`src/rtl/fifo_ctrl_pkg.sv`:
```
// Shared widths, defaults and state encoding for the FIFO write-side arbiter.
package fifo_ctrl_pkg;

  localparam int DSIZE   = 140;
  localparam int NREQ    = 4;
  localparam int BURST_W = 4;

  typedef enum logic {
    IDLE  = 1'b0,
    GRANT = 1'b1
  } arb_state_t;

endpackage

```
`src/rtl/rr_priority_pick.sv`:
```
// Round-robin picker: first set request bit searching upward from last_idx+1,
// wrapping, with last_idx itself taking lowest priority. Purely combinational.
module rr_priority_pick #(
  parameter int NREQ = fifo_ctrl_pkg::NREQ
) (
  input  logic [NREQ-1:0]         req,
  input  logic [$clog2(NREQ)-1:0] last_idx,
  output logic                    found,
  output logic [$clog2(NREQ)-1:0] idx
);

  localparam int IDXW = $clog2(NREQ);

  // cand[k] is the k-th position after last_idx; NREQ is a power of two so
  // truncation to IDXW bits is the wrap-around.
  logic [IDXW-1:0] cand [NREQ];

  generate
    for (genvar gi = 0; gi < NREQ; gi++) begin : g_cand
      assign cand[gi] = last_idx + IDXW'(gi + 1);
    end
  endgenerate

  // Walk from the farthest candidate to the nearest so the nearest hit wins.
  always_comb begin
    found = 1'b0;
    idx   = '0;
    for (int k = NREQ - 1; k >= 0; k--) begin
      if (req[cand[k]]) begin
        found = 1'b1;
        idx   = cand[k];
      end
    end
  end

endmodule

```
`src/rtl/fifo_wr_arbiter.sv`:
```
// Round-robin arbiter that lets NREQ producers take bounded bursts of writes
// into a single FIFO write port, with a wrapping count of words written.
module fifo_wr_arbiter #(
  parameter int DSIZE     = fifo_ctrl_pkg::DSIZE,
  parameter int NREQ      = fifo_ctrl_pkg::NREQ,
  parameter int MAX_BURST = 4
) (
  input  logic                    clk_in,
  input  logic                    rst,
  input  logic [NREQ-1:0]         req_valid,
  input  logic [NREQ*DSIZE-1:0]   req_data,
  output logic [NREQ-1:0]         req_ready,
  input  logic                    fifo_full,
  output logic                    fifo_w_enable,
  output logic [DSIZE-1:0]        data_to_fifo,
  output logic [$clog2(NREQ)-1:0] grant_id,
  output logic                    grant_active,
  output logic [31:0]             wr_count
);

  import fifo_ctrl_pkg::*;

  localparam int IDXW = $clog2(NREQ);

  arb_state_t          state_reg;
  logic [IDXW-1:0]     last_grant_reg;
  logic [IDXW-1:0]     grant_id_reg;
  logic [BURST_W-1:0]  burst_cnt_reg;
  logic [31:0]         wr_count_reg;

  logic [DSIZE-1:0]    req_words [NREQ];
  logic                pick_found;
  logic [IDXW-1:0]     pick_idx;
  logic                in_grant;
  logic                holder_valid;
  logic                xfer;
  logic                burst_last;

  generate
    for (genvar gi = 0; gi < NREQ; gi++) begin : g_words
      assign req_words[gi] = req_data[gi*DSIZE +: DSIZE];
    end
  endgenerate

  rr_priority_pick #(.NREQ(NREQ)) u_pick (
    .req      (req_valid),
    .last_idx (last_grant_reg),
    .found    (pick_found),
    .idx      (pick_idx)
  );

  // Reset masks the write path in the same cycle so a mid-burst reset drops
  // the pending word instead of committing it.
  assign in_grant     = (state_reg == GRANT) && !rst;
  assign holder_valid = req_valid[grant_id_reg];
  assign xfer         = in_grant && holder_valid && !fifo_full;
  assign burst_last   = (burst_cnt_reg + BURST_W'(1)) == BURST_W'(MAX_BURST);

  assign fifo_w_enable = xfer;
  assign grant_active  = in_grant;
  assign grant_id      = grant_id_reg;
  assign wr_count      = wr_count_reg;
  assign data_to_fifo  = in_grant ? req_words[grant_id_reg] : '0;

  generate
    for (genvar gi = 0; gi < NREQ; gi++) begin : g_ready
      assign req_ready[gi] = xfer && (grant_id_reg == IDXW'(gi));
    end
  endgenerate

  always_ff @(posedge clk_in) begin
    if (rst) begin
      state_reg      <= IDLE;
      last_grant_reg <= IDXW'(NREQ - 1);
      grant_id_reg   <= '0;
      burst_cnt_reg  <= '0;
      wr_count_reg   <= '0;
    end else begin
      case (state_reg)
        IDLE: begin
          if (pick_found) begin
            state_reg     <= GRANT;
            grant_id_reg  <= pick_idx;
            burst_cnt_reg <= '0;
          end
        end
        GRANT: begin
          if (xfer) begin
            burst_cnt_reg <= burst_cnt_reg + BURST_W'(1);
            wr_count_reg  <= wr_count_reg + 32'd1;
          end
          // A full FIFO with the holder still valid simply stalls here.
          if ((xfer && burst_last) || !holder_valid) begin
            state_reg      <= IDLE;
            last_grant_reg <= grant_id_reg;
          end
        end
        default: state_reg <= IDLE;
      endcase
    end
  end

endmodule

```
`config.mk`:
```
export PLATFORM = sky130hd
export DESIGN_NAME = fifo_wr_arbiter
export DESIGN_NICKNAME = d
export VERILOG_FILES = /design/src/rtl/fifo_ctrl_pkg.sv /design/src/rtl/rr_priority_pick.sv /design/src/rtl/fifo_wr_arbiter.sv
export SDC_FILE = /design/constraint.sdc
export NUM_CORES = 1
export LEC_CHECK = 0
export CORE_AREA = 4 4 287 289
export DETAILED_ROUTE_END_ITERATION = 10
export DIE_AREA = 0 0 291 293
export PLACE_DENSITY_LB_ADDON = 0.1
export REMOVE_ABC_BUFFERS = 1
export SLEW_MARGIN = 20
export SYNTH_ARGS = -nofsm -noshare
export SYNTH_HDL_FRONTEND = slang
export SYNTH_HIERARCHICAL = 1
export SYNTH_SLANG_ARGS = --single-unit
```
`constraint.sdc`:
```
create_clock -name clk_in -period 2.3 [get_ports clk_in]
set_input_delay 0.23 -clock clk_in [delete_from_list [all_inputs] [get_ports clk_in]]
set_output_delay 0.23 -clock clk_in [all_outputs]
set_load 0.005 [all_outputs]
```
-- After elaboration in Yosys (flattened, before gate mapping)
Cells that the tools add are included.
- flip-flop bits (word level): 41
- output and inout port bits: 180
- add/subtract/negate cells: 5
- magnitude comparators: 6
- equality and inequality tests: 6
- mux-type cells: 28
- bitwise gates (word level): 2
- reduce and logical (&&, ||, !) cells: 17
- operators by type and width (operator ; number):
    two-way mux 140 bit ; 3
    binary-select mux 140 bit (select 2 bit) ; 1
    adder 32 x 1 -> 32 bit (second input constant) ; 1
    < comparator 2 x 3 -> 1 bit (second input constant) ; 5
    two-way mux 1 bit ; 11
    binary-select mux 1 bit (select 2 bit) ; 5
    logical AND 1 bit ; 8
    two-way mux 2 bit ; 4
    two-way mux 4 bit ; 2
    case mux 4 bit (2 select lines) ; 1
    AND reduction 2 bit ; 4
    adder 2 bit (second input constant) ; 2
    adder 4 x 1 -> 4 bit (second input constant) ; 1
    == test 2 bit (second input constant) ; 2
    == test 4 x 3 -> 1 bit (second input constant) ; 1
    >= comparator 3 bit (second input constant) ; 1
    logical NOT 1 bit ; 3
    NOT 2 -> 3 bit ; 1
    adder 2 x 1 -> 2 bit (second input constant) ; 1
    == test 2 x 1 -> 1 bit (second input constant) ; 1
    logical NOT 2 bit ; 1
    inequality test 2 x 1 -> 1 bit (second input constant) ; 1
    inequality test 2 bit (second input constant) ; 1
    case mux 1 bit (2 select lines) ; 1
    other kinds (2) ; 2

-- Depth between registers and ports, before layout
Gate-level depths: netlist of the first run.
- depth in word-level cells: 8
- depth in mapped cells: 7
- mapped depth without buffers: 5

-- By module
Netlist of the first run, hierarchy kept.
- modules (own cells, without submodules) (module ; instances ; cells each ; area each (sq um) ; sequential area each (sq um)):
    fifo_wr_arbiter ; 1 ; 569 ; 6318.6 ; 820.8
    rr_priority_pick ; 1 ; 14 ; 91.3 ; 0.0

-- Worst setup path after synthesis of the first run
Ideal clock, no wire load.
- path kind: register -> output
- from: register grant_id_reg[0] (netlist: grant_id[0])
- to: output port data_to_fifo[100]
- data arrival time: 1710 ps
- data required time: 2070 ps
- path slack: 360 ps
- cell stages (with the launch flop): 6
- buffers on the path: 3
- cells stage by stage: dfxtp_1 -> buf_2 -> buf_2 -> buf_2 -> mux4_2 -> and2_1
- longest elaborated chain between the ends: 5
- ends and longest elaborated chain (what ; line ; source):
    start: declaration ; fifo_wr_arbiter.sv:27 ; logic [IDXW-1:0] grant_id_reg;
    start signal: assignment ; fifo_wr_arbiter.sv:83 ; grant_id_reg <= pick_idx;
    NOT 2 -> 3 bit (implied by the code) ; fifo_wr_arbiter.sv:63 ; assign data_to_fifo = in_grant ? req_words[grant_id_reg] : '0;
    binary-select mux 140 bit (select 2 bit) ; fifo_wr_arbiter.sv:63 ;
    two-way mux 140 bit (implied by the code) (2 in a row) ; fifo_wr_arbiter.sv:63 ;
    two-way mux 140 bit ; fifo_wr_arbiter.sv:63 ;
    end: declaration ; fifo_wr_arbiter.sv:15 ; output logic [DSIZE-1:0] data_to_fifo,
No other way between the ends. The select of a mux whose other input is x is not followed.

-- Worst setup path in the final report of the first run
- from: register grant_id_reg[0] (netlist: grant_id[0])
- to: register wr_count_reg[18] (netlist: wr_count[18])
- longest elaborated chain between the ends: 5
- ends and longest elaborated chain (what ; line ; source):
    binary-select mux 1 bit (select 2 bit) ; fifo_wr_arbiter.sv:55 ; assign holder_valid = req_valid[grant_id_reg];
    two-way mux 1 bit (implied by the code) ; fifo_wr_arbiter.sv:55 ;
    logical AND 1 bit (2 in a row) ; fifo_wr_arbiter.sv:56 ; assign xfer = in_grant && holder_valid && !fifo_full;
    AND reduction 2 bit (no source line) ; - ;
    end signal: assignment ; fifo_wr_arbiter.sv:90 ; wr_count_reg <= wr_count_reg + 32'd1;
    end: declaration ; fifo_wr_arbiter.sv:29 ; logic [31:0] wr_count_reg;
No other way between the ends. The select of a mux whose other input is x is not followed.
A chain may end at the register's enable or synchronous reset.

==> results of run 1 <==
==> per-layer routing <==
| layer | up-vias | track usage | routed length, um |
|---|---|---|---|
| met5 | - | 0 | 238 |
| met2 | 462 | 0.2904 | 36310 |
| met4 | 38 | 0.006207 | 669 |
| li1 | 4023 | - | - |
| met3 | 99 | 0.06810 | 7283 |
| met1 | 4556 | 0.1799 | 27010 |
==> power breakdown <==
group          leakage, nW  switching (mW)  internal, mW
sequential           0.333          0.0184         0.722
combinational         5.72            1.02          2.19
clock               0.0801           0.307         0.461
==> cells by family after synthesis <==
family	Yosys count	synth area share
and+or+nand+nor	263	0.2506
adders and majority gates	2	0.003903
AOI/OAI and AO/OA	49	0.04607
muxes	156	0.5204
DFF	41	0.1281
buffers and inverters	67	0.04412
xor gates and xnor gates	5	0.006832
==> layout make-up <==
cell class / instances / area (um^2)
fill: 8758 / 63030
timing repair buffer: 885 / 8986
multi-input combinational: 475 / 5482
tap: 1060 / 1326
sequential: 41 / 828.3
clock buffer: 7 / 152.6
antenna: 27 / 67.56
inverter: 4 / 15.01
clock inverter: 1 / 5.005
==> worst max path at each step <==
stage | start | endpoint | slack (ns) | cells after the start
6_report | grant_id[0] | wr_count[18] | 0.005 | 9
4_1_cts | grant_id[0] | data_to_fifo[72] | -0.11 | 8
3_3_place_gp | rst | wr_count[19] | -0.15 | 9
5_1_grt | grant_id[0] | wr_count[18] | -0.07 | 9
3_5_place_dp | rst | data_to_fifo[91] | -0.16 | 6
2_1_floorplan | grant_id[0] | wr_count[18] | -5.53 | 4
==> through the flow <==
step	worst slack [ns]	hold slack, ns	cell area [um^2]	power (mW)
finish	0.005052	0.4940	16860	4.723
global route	-0.07175	0.5066	16800	4.988
CTS	-0.1069	0.4980	16860	4.866
detailed placement	-0.1649	0.4862	15730	3.652
global placement	-0.1452	0.4844	15730	3.647
floorplan	-5.533	0.2991	6142	1.953
==> worst register-to-register path: stages (launching register included) <==
cell	delay, ns
dfxtp_4	0.37
buf_6	0.13
buf_12	0.14
buf_6	0.12
mux4_2	0.37
buf_6	0.14
nand4_4	0.16
buf_12	0.20
or4_4	0.48
a21oi_2	0.13
==> what timing repair did <==
| action | in CTS | in global routing |
|---|---|---|
| hold buffers | 0 | 0 |
| buffers inserted | 74 | 5 |
| setup endpoints to repair | 141 | 107 |
| gates resized for setup | 518 | 38 |
| gates cloned | 10 | 2 |
| pin swaps | 49 | 6 |
==> cells in the final DEF (no fill, tap or decap), types with 7 or more instances in the layout <==
cell type,synthesis,layout
a21oi_1,22,19
and2_1,143,95
and2_4,0,48
buf_12,0,42
buf_16,0,9
buf_2,22,62
buf_4,1,68
buf_6,0,34
clkbuf_16,0,7
clkdlybuf4s15_1,0,20
clkdlybuf4s15_2,0,7
clkdlybuf4s50_1,0,603
dfxtp_1,41,39
diode_2,0,27
dlygate4sd2_1,0,29
mux2_2,8,8
mux2i_1,7,7
mux4_2,141,141
nand2_1,15,14
nand3_1,14,13
nand4_1,11,11
nor2_1,21,21
nor2b_1,9,8
nor4_1,7,7
o21ai_0,9,9
o31ai_1,12,12
or3_1,8,8
or4_1,11,10
==> results.yml, run 1 <==
floorplan:
  io_pins: 747
  die_h_um: 293
  die_x_um: 291
  core_area_mm2: 0.07990
  dieArea_mm2: 0.08526
  initial_utilization: 0.08023
  num_rows: 104
cells_and_area:
  fin_cells: 2500
  nets: 1981
  fin_util: 0.2111
  final_layout_size_suffix_gt1_frac: 0.3220
  largest_reg_flops: 32
  area_growth_pct: 163.1
synthesis:
  synth_area_leaders: "mux4_2, and2_1, dfxtp_1, clkbuf_1, a21oi_1"
  synth-edff-count: 0
  ys_top_cells_by_count: "and2_1, mux4_2, dfxtp_1"
  syn-cell-area_mm2: 0.006410
  async_flop_share: 0
  syn_avg_cell_area_um2: 10.99
  yosys_warnings: 6
  ys_types: 41
  ys_ff_latch: 41
  netlist_instances: 583
  yosysTopAreaCellShare: 0.4954
  synth_flop_cell: "dfxtp_1"
  yosys.area.top_type: "mux4_2"
  yosysMostFrequentCell: "and2_1"
  yosysSeqAreaShare: 0.1280
global_route:
  grt_pass1_wl_mm: 92.82
  gr-usage-all-layers: 0.1583
  grt_overflow_total: 0
  antenna_found_initial: 76
  grt_start_max_net_pins: 45
  grt_pass1_vias: 9548
run_status:
  status: "finished, final reports clean"
cts:
  cts_buffers: 5
  clkTransAtPathRegs_ns: 0.06
  cts_tree: "done"
  ctsHtreeMaxLevel: 2
  cts_buffer_depth: 2
  cts-root-buf: "clkbuf_16"
  cts_sinks: 41
  clk_latency_ns: 0.29
timing:
  finalSetupViolations: 0
  hold_viol: 0
  fin_crit_sh: 0.9978
  setup_tns_ns: 0
  worst_clock_skew_ns: 0.01050
  relSlewSlack: 0.6352
  clock.fmax_mhz: 435.7
  worst_pin_slew_ns: 0.5473
  slew_viol_final: 0
  fin_crit_ns: 2.295
  rsz0062_at_grt: "true"
hold_path:
  hold_depth: 2
  min_to: "burst_cnt_reg[1]"
  hp-class: "reg2reg"
  min_from: "burst_cnt_reg[1]"
critical_path:
  worstPathRequired_ns: 2.52
  critPathKind: "reg2reg"
  crit_fanout: 6
  cp_common_cell: "buf_6"
  cp_data_arrival_time_ns: 2.52
  end_kind: "register"
  reg2regPathDepth: 9
  start_kind: "register"
  path_cells: "buf_6, buf_12, buf_6, mux4_2, buf_6, nand4_4, buf_12, or4_4, a21oi_2"
  reg2reg_from: "grant_id[0]"
  cpLargestDelayFamily: "buffers and inverters"
  crit_path_top_delay_cell: "or4_4"
  rrSetupSlack_ns: 0.005
  reg2reg_to: "wr_count[18]"
  crit_buf_inv: 5
  cp_slowest_stage_delay_ns: 0.48
drt:
  viasPerCell: 3.671
  wl_per_cell_um: 28.60
  drtPass1Iterations: 4
  vias: 9178
  drt_wl_total_mm: 71.51
  post-route-drc-count: 0
  ant_nets: 0
  drt_iter0_drc: 358
placed_design:
  portBuffers: 746
  hpwl_mm: 61.88
  gp_congestion: 0.8354
  dp_cells: 2387
job:
  drv_cap: 0
power:
  irDropWorstVdd_mv: 0.2417
  power.density_mw_per_mm2: 280.1
  p_leak_nw: 6.132
No activity file was read; power rests on OpenSTA's default activity.
==> inputs of run 2 (changes only) <==
SKIP_LAST_GASP = 1   (was default)
==> run 2 against run 1 <==
The flow now finishes with violations (negative setup slack). Worst hold slack about the same. First-iteration DRC count up 1.4%. Critical endpoint is now data_to_fifo[84]. Largest cell class unchanged. Clock skew about the same. Clock-buffer cell count unchanged. Via count up 0.24%. Global-route usage about the same.
==> results.yml, run 2 (synthesized netlist as in run 1, its figures left out) <==
power:
  p_leak_nw: 6.209
  power.density_mw_per_mm2: 277.4
  irDropWorstVdd_mv: 0.2426
  seqPwrFrac: 0.157
  switching_share: 0.2863
  p_switching_mw: 1.352
  p_int_mw: 3.371
  p_comb_frac: 0.680
  p_clk_frac: 0.163
floorplan:
  initial_utilization: 0.08023
  dieArea_mm2: 0.08526
  num_rows: 104
  core_area_mm2: 0.07990
  die_h_um: 293
  io_pins: 747
  die_x_um: 291
cells_and_area:
  largest_reg_flops: 32
  final_layout_size_suffix_gt1_frac: 0.3160
  fin_util: 0.2131
  layout_commonest_cell: "clkdlybuf4s50_1"
  fin_cells: 2514
  final_cell_mix: "clkdlybuf4s50_1, mux4_2, and2_1, buf_4, buf_2"
  nets: 1992
  area_growth_pct: 165.6
timing:
  finalSetupViolations: 16
  slew_viol_final: 0
  rsz0062_at_grt: "true"
  fin_crit_ns: 2.340
  clock.fmax_mhz: 427.4
  worst_pin_slew_ns: 0.5923
  hold_viol: 0
  relSlewSlack: 0.6052
  setup_tns_ns: -0.3897
  fin_ws_ns: -0.03965
  fin_crit_sh: 1.017
  worst_clock_skew_ns: 0.01079
global_route:
  grt_pass1_vias: 9524
  gr-usage-all-layers: 0.1582
  grt_pass1_wl_mm: 92.67
  grt_overflow_total: 0
  grt_start_max_net_pins: 45
  antenna_found_initial: 76
hold_path:
  min_to: "burst_cnt_reg[1]"
  hold_depth: 2
  hp-class: "reg2reg"
  min_from: "burst_cnt_reg[1]"
drt:
  drt_wl_total_mm: 71.86
  post-route-drc-count: 0
  wl_per_cell_um: 28.58
  viasPerCell: 3.660
  ant_nets: 0
  drt_iter0_drc: 363
  drtPass1Iterations: 4
  vias: 9200
critical_path:
  crit_fanout: 7
  critPathKind: "reg2out"
  end_kind: "primary output"
  start_kind: "register"
  cp_data_arrival_time_ns: 2.11
  worstPathRequired_ns: 2.07
  reg2regPathDepth: 10
  rrSetupSlack_ns: -0.01
  reg2reg_from: "grant_id[0]"
  reg2reg_to: "wr_count[22]"
placed_design:
  hpwl_mm: 61.88
  post-place-ws_ns: -0.1649
  gp_congestion: 0.8354
  portBuffers: 746
  dp_cells: 2387
cts:
  clk_latency_ns: 0.29
  cts-root-buf: "clkbuf_16"
  cts_tree: "done"
  cts_buffers: 5
  clkTransAtPathRegs_ns: 0.06
  holdBufCountCts: 0
  cts_buffer_depth: 2
  cts_sinks: 41
  ctsHtreeMaxLevel: 2
run_status:
  violations: "negative setup slack"
  status: "finished, violations left"
job:
  drv_cap: 0
## run 2: cell types whose count changed in the layout (fill, tap and decap cells not counted), moves of 4 or more
cell | before | now
clkdlybuf4s15_2 | 7 | 15
buf_4 | 68 | 83
a21oi_2 | 4 | 8
buf_6 | 34 | 22
clkdlybuf4s50_1 | 603 | 613
and2_1 | 95 | 104
a21oi_1 | 19 | 15
dlymetal6s2s_1 | 0 | 7
and2_4 | 48 | 39
buf_2 | 62 | 44
## run 2: power by group through the flow
| stage | Combinational (mW) | Clock (mW) | Sequential (mW) |
|---|---|---|---|
| after floorplan | 1.03 | 0 | 0.920 |
| final | 3.21 | 0.769 | 0.740 |
| after global placement | 2.86 | 0 | 0.787 |
| after detailed placement | 2.86 | 0 | 0.788 |
| after global routing | 3.42 | 0.817 | 0.742 |
| after CTS | 3.30 | 0.806 | 0.740 |
## run 2: area by class of cell
type                            count  area [um^2]
Clock buffer                        7        152.6
Fill cell                        8745        62870
Timing Repair Buffer              896         9123
Clock inverter                      1        5.005
Sequential cell                    41        828.3
Tap cell                         1060         1326
Multi-Input combinational cell    475         5498
Antenna cell                       30        75.07
Inverter                            4        15.01
## run 2: how the worst max path moves through the flow
stage                           start  depth (start not counted)                to
after global routing        state_reg                          5  data_to_fifo[32]
after detailed placement          rst                          6  data_to_fifo[91]
after global placement            rst                          9      wr_count[19]
after CTS                 grant_id[0]                          6  data_to_fifo[84]
final                     grant_id[0]                          5  data_to_fifo[84]
after floorplan           grant_id[0]                          4      wr_count[18]
## run 2: worst max-delay path, stage by stage, from the launching register on
cell             delay (ns)
dfxtp_4                0.39
buf_12                 0.15
buf_16                 0.15
mux4_2                 0.49
and2_1                 0.17
clkdlybuf4s50_1        0.47
## run 2: repair_timing
| item | 4_1_cts | 5_1_grt |
|---|---|---|
| pin swaps | 33 | 17 |
| gates cloned | 10 | 3 |
| setup endpoints to repair | 141 | 138 |
| resized for setup | 383 | 100 |
| buffers inserted | 74 | 18 |
## run 2: metrics by stage
step                total power, mW  cell area (um^2)  hold WS (ns)
floorplan                     1.953              6142        0.2991
CTS                           4.842             16850        0.4980
global placement              3.647             15730        0.4844
global route                  4.983             16950        0.5066
finish                        4.723             17020        0.4939
detailed placement            3.652             15730        0.4862
## run 2: per-layer routing
| layer | GRT usage | wire, um | part of all wire |
|---|---|---|---|
| met5 | 0 | 265 | 0.0037 |
| met1 | 0.1791 | 27030 | 0.38 |
| met3 | 0.06886 | 7478 | 0.10 |
| met2 | 0.2902 | 36450 | 0.51 |
| met4 | 0.006207 | 640 | 0.0089 |
==> inputs of run 3 (changes only) <==
SETUP_SLACK_MARGIN = 0.05   (was default)
==> run 3 against run 2 <==
The flow still finishes with violations (negative setup slack). Register-to-register slack better by 0.02 ns. Via count is 1.3% higher. Combinational power is 6% higher. Design area is 2.1% higher. Fmax is 1.5% higher. Clock-buffer cell count stayed put. Sequential share of layout area is 0.098 points lower. Worst setup slack better by 0.034 ns. Non-clock buffer count is 30 higher. Flip-flop and latch count stayed put.
==> results.yml, run 3 (synthesized netlist as in run 1, its figures left out) <==
timing:
  rsz0062_at_grt: "true"
  worst_clock_skew_ns: 0.009321
  clock.fmax_mhz: 433.7
  fin_crit_ns: 2.306
  timing.hold.ws_ns: 0.4289
  worst_pin_slew_ns: 0.5618
  fin_ws_ns: -0.005645
  fin_crit_sh: 1.002
  relSlewSlack: 0.6255
  finalSetupViolations: 1
  slew_viol_final: 0
  hold_viol: 0
cts:
  cts-root-buf: "clkbuf_16"
  clk_latency_ns: 0.29
  holdBufCountCts: 0
  clkTransAtPathRegs_ns: 0.06
  ctsHtreeMaxLevel: 2
  cts_sinks: 41
  cts_buffers: 5
  cts_buffer_depth: 2
  cts_tree: "done"
drt:
  wl_per_cell_um: 28.40
  drt_iter0_drc: 342
  vias: 9320
  drt_wl_total_mm: 72.04
  viasPerCell: 3.674
  post-route-drc-count: 0
  drtPass1Iterations: 5
  ant_nets: 0
power:
  irDropWorstVdd_mv: 0.2388
  power.density_mw_per_mm2: 282.1
  seqPwrFrac: 0.151
  p_clk_frac: 0.157
  p_switching_mw: 1.394
  switching_share: 0.2845
  power_mw: 4.901
  p_comb_frac: 0.692
  p_int_mw: 3.507
  p_leak_nw: 6.398
critical_path:
  start_kind: "register"
  cp_data_arrival_time_ns: 2.08
  path_cells: "buf_6, buf_12, buf_16, buf_8, buf_12, buf_6, mux4_2, and2_4, buf_6"
  critPathKind: "reg2out"
  reg2regPathDepth: 9
  worstPathRequired_ns: 2.07
  crit_path_top_delay_cell: "mux4_2"
  reg2reg_to: "wr_count[18]"
  rrSetupSlack_ns: 0.01
  crit_fanout: 5
  reg2reg_from: "grant_id[0]"
  end_kind: "primary output"
  cp_common_cell: "buf_6"
  cp_slowest_stage_delay_ns: 0.49
job:
  drv_cap: 0
floorplan:
  io_pins: 747
  die_h_um: 293
  initial_utilization: 0.08023
  die_x_um: 291
  core_area_mm2: 0.07990
  dieArea_mm2: 0.08526
  num_rows: 104
cells_and_area:
  nets: 2022
  largest_reg_flops: 32
  final_layout_size_suffix_gt1_frac: 0.3865
  fin_util: 0.2174
  final_cell_mix: "clkdlybuf4s50_1, mux4_2, buf_4, buf_6, and2_1"
  fin_cells: 2537
  layout_commonest_cell: "clkdlybuf4s50_1"
  area_growth_pct: 171.0
global_route:
  grt_pass1_vias: 9713
  grt_overflow_total: 0
  antenna_found_initial: 75
  grt_start_max_net_pins: 45
  gr-usage-all-layers: 0.1601
  grt_pass1_wl_mm: 93.93
placed_design:
  hpwl_mm: 61.88
  dp_cells: 2387
  gp_congestion: 0.8354
  portBuffers: 746
hold_path:
  hp-class: "in2reg"
  min_to: "wr_count[1]"
  hold_depth: 3
  min_from: "rst"
run_status:
  status: "finished, violations left"
  violations: "negative setup slack"
==> run 3: critical path, delay by kind of cell, from the launching register on <==
kind | cells | cell delay, ns
buf+inv | 7 | 0.76
mux | 1 | 0.49
flops | 1 | 0.38
simple gates | 1 | 0.16
==> run 3: metrics by stage <==
| step | TNS [ns] | worst slack, ns | area (um^2) |
|---|---|---|---|
| after global routing | -1.155 | -0.07640 | 17320 |
| after CTS | -3.295 | -0.1203 | 17090 |
| after global placement | -5.078 | -0.1452 | 15730 |
| after floorplan | -897.38 | -5.533 | 6142 |
| final | -0.005645 | -0.005645 | 17370 |
| after detailed placement | -7.846 | -0.1649 | 15730 |
==> run 3: routing by layer <==
layer / part of all wire / wire (um) / track usage / up-vias
li1: - / - / - / 4098
met1: 0.38 / 27160 / 0.1809 / 4619
met2: 0.51 / 36670 / 0.2929 / 468
met3: 0.10 / 7248 / 0.06969 / 99
met4: 0.010 / 723 / 0.009191 / 36
met5: 0.0033 / 235 / 0 / -
==> run 3: worst max-delay path by stage <==
| stage | end | slack [ns] | start | cells past startpoint |
|---|---|---|---|---|
| floorplan | wr_count[18] | -5.53 | grant_id[0] | 4 |
| global placement | wr_count[19] | -0.15 | rst | 9 |
| detailed placement | data_to_fifo[91] | -0.16 | rst | 6 |
| CTS | wr_count[18] | -0.12 | grant_id[0] | 10 |
| global route | data_to_fifo[50] | -0.08 | grant_id[0] | 9 |
| finish | data_to_fifo[50] | -0.006 | grant_id[0] | 9 |
==> run 3: area by class of cell <==
cell class | count | area (um^2)
diodes | 23 | 57.56
inverters | 4 | 17.52
fillers | 8720 | 62520
repair buffers | 926 | 9394
clock inverters | 1 | 5.005
multi-input cells | 475 | 5592
clock buffers | 7 | 152.6
well taps | 1060 | 1326
flip-flops and latches | 41 | 828.3
==> run 3: power groups by stage <==
stage	sequential, mW	clock [mW]	combinational, mW
after floorplan	0.920	0	1.03
after global placement	0.787	0	2.86
after detailed placement	0.788	0	2.86
after CTS	0.740	0.806	3.40
after global routing	0.742	0.817	3.61
final	0.740	0.768	3.39
==> run 3: what timing repair did <==
item	CTS	global route
buffers inserted	97	21
resized for setup	588	141
pin swaps	79	29
cloned	13	0
setup endpoints to repair	146	149
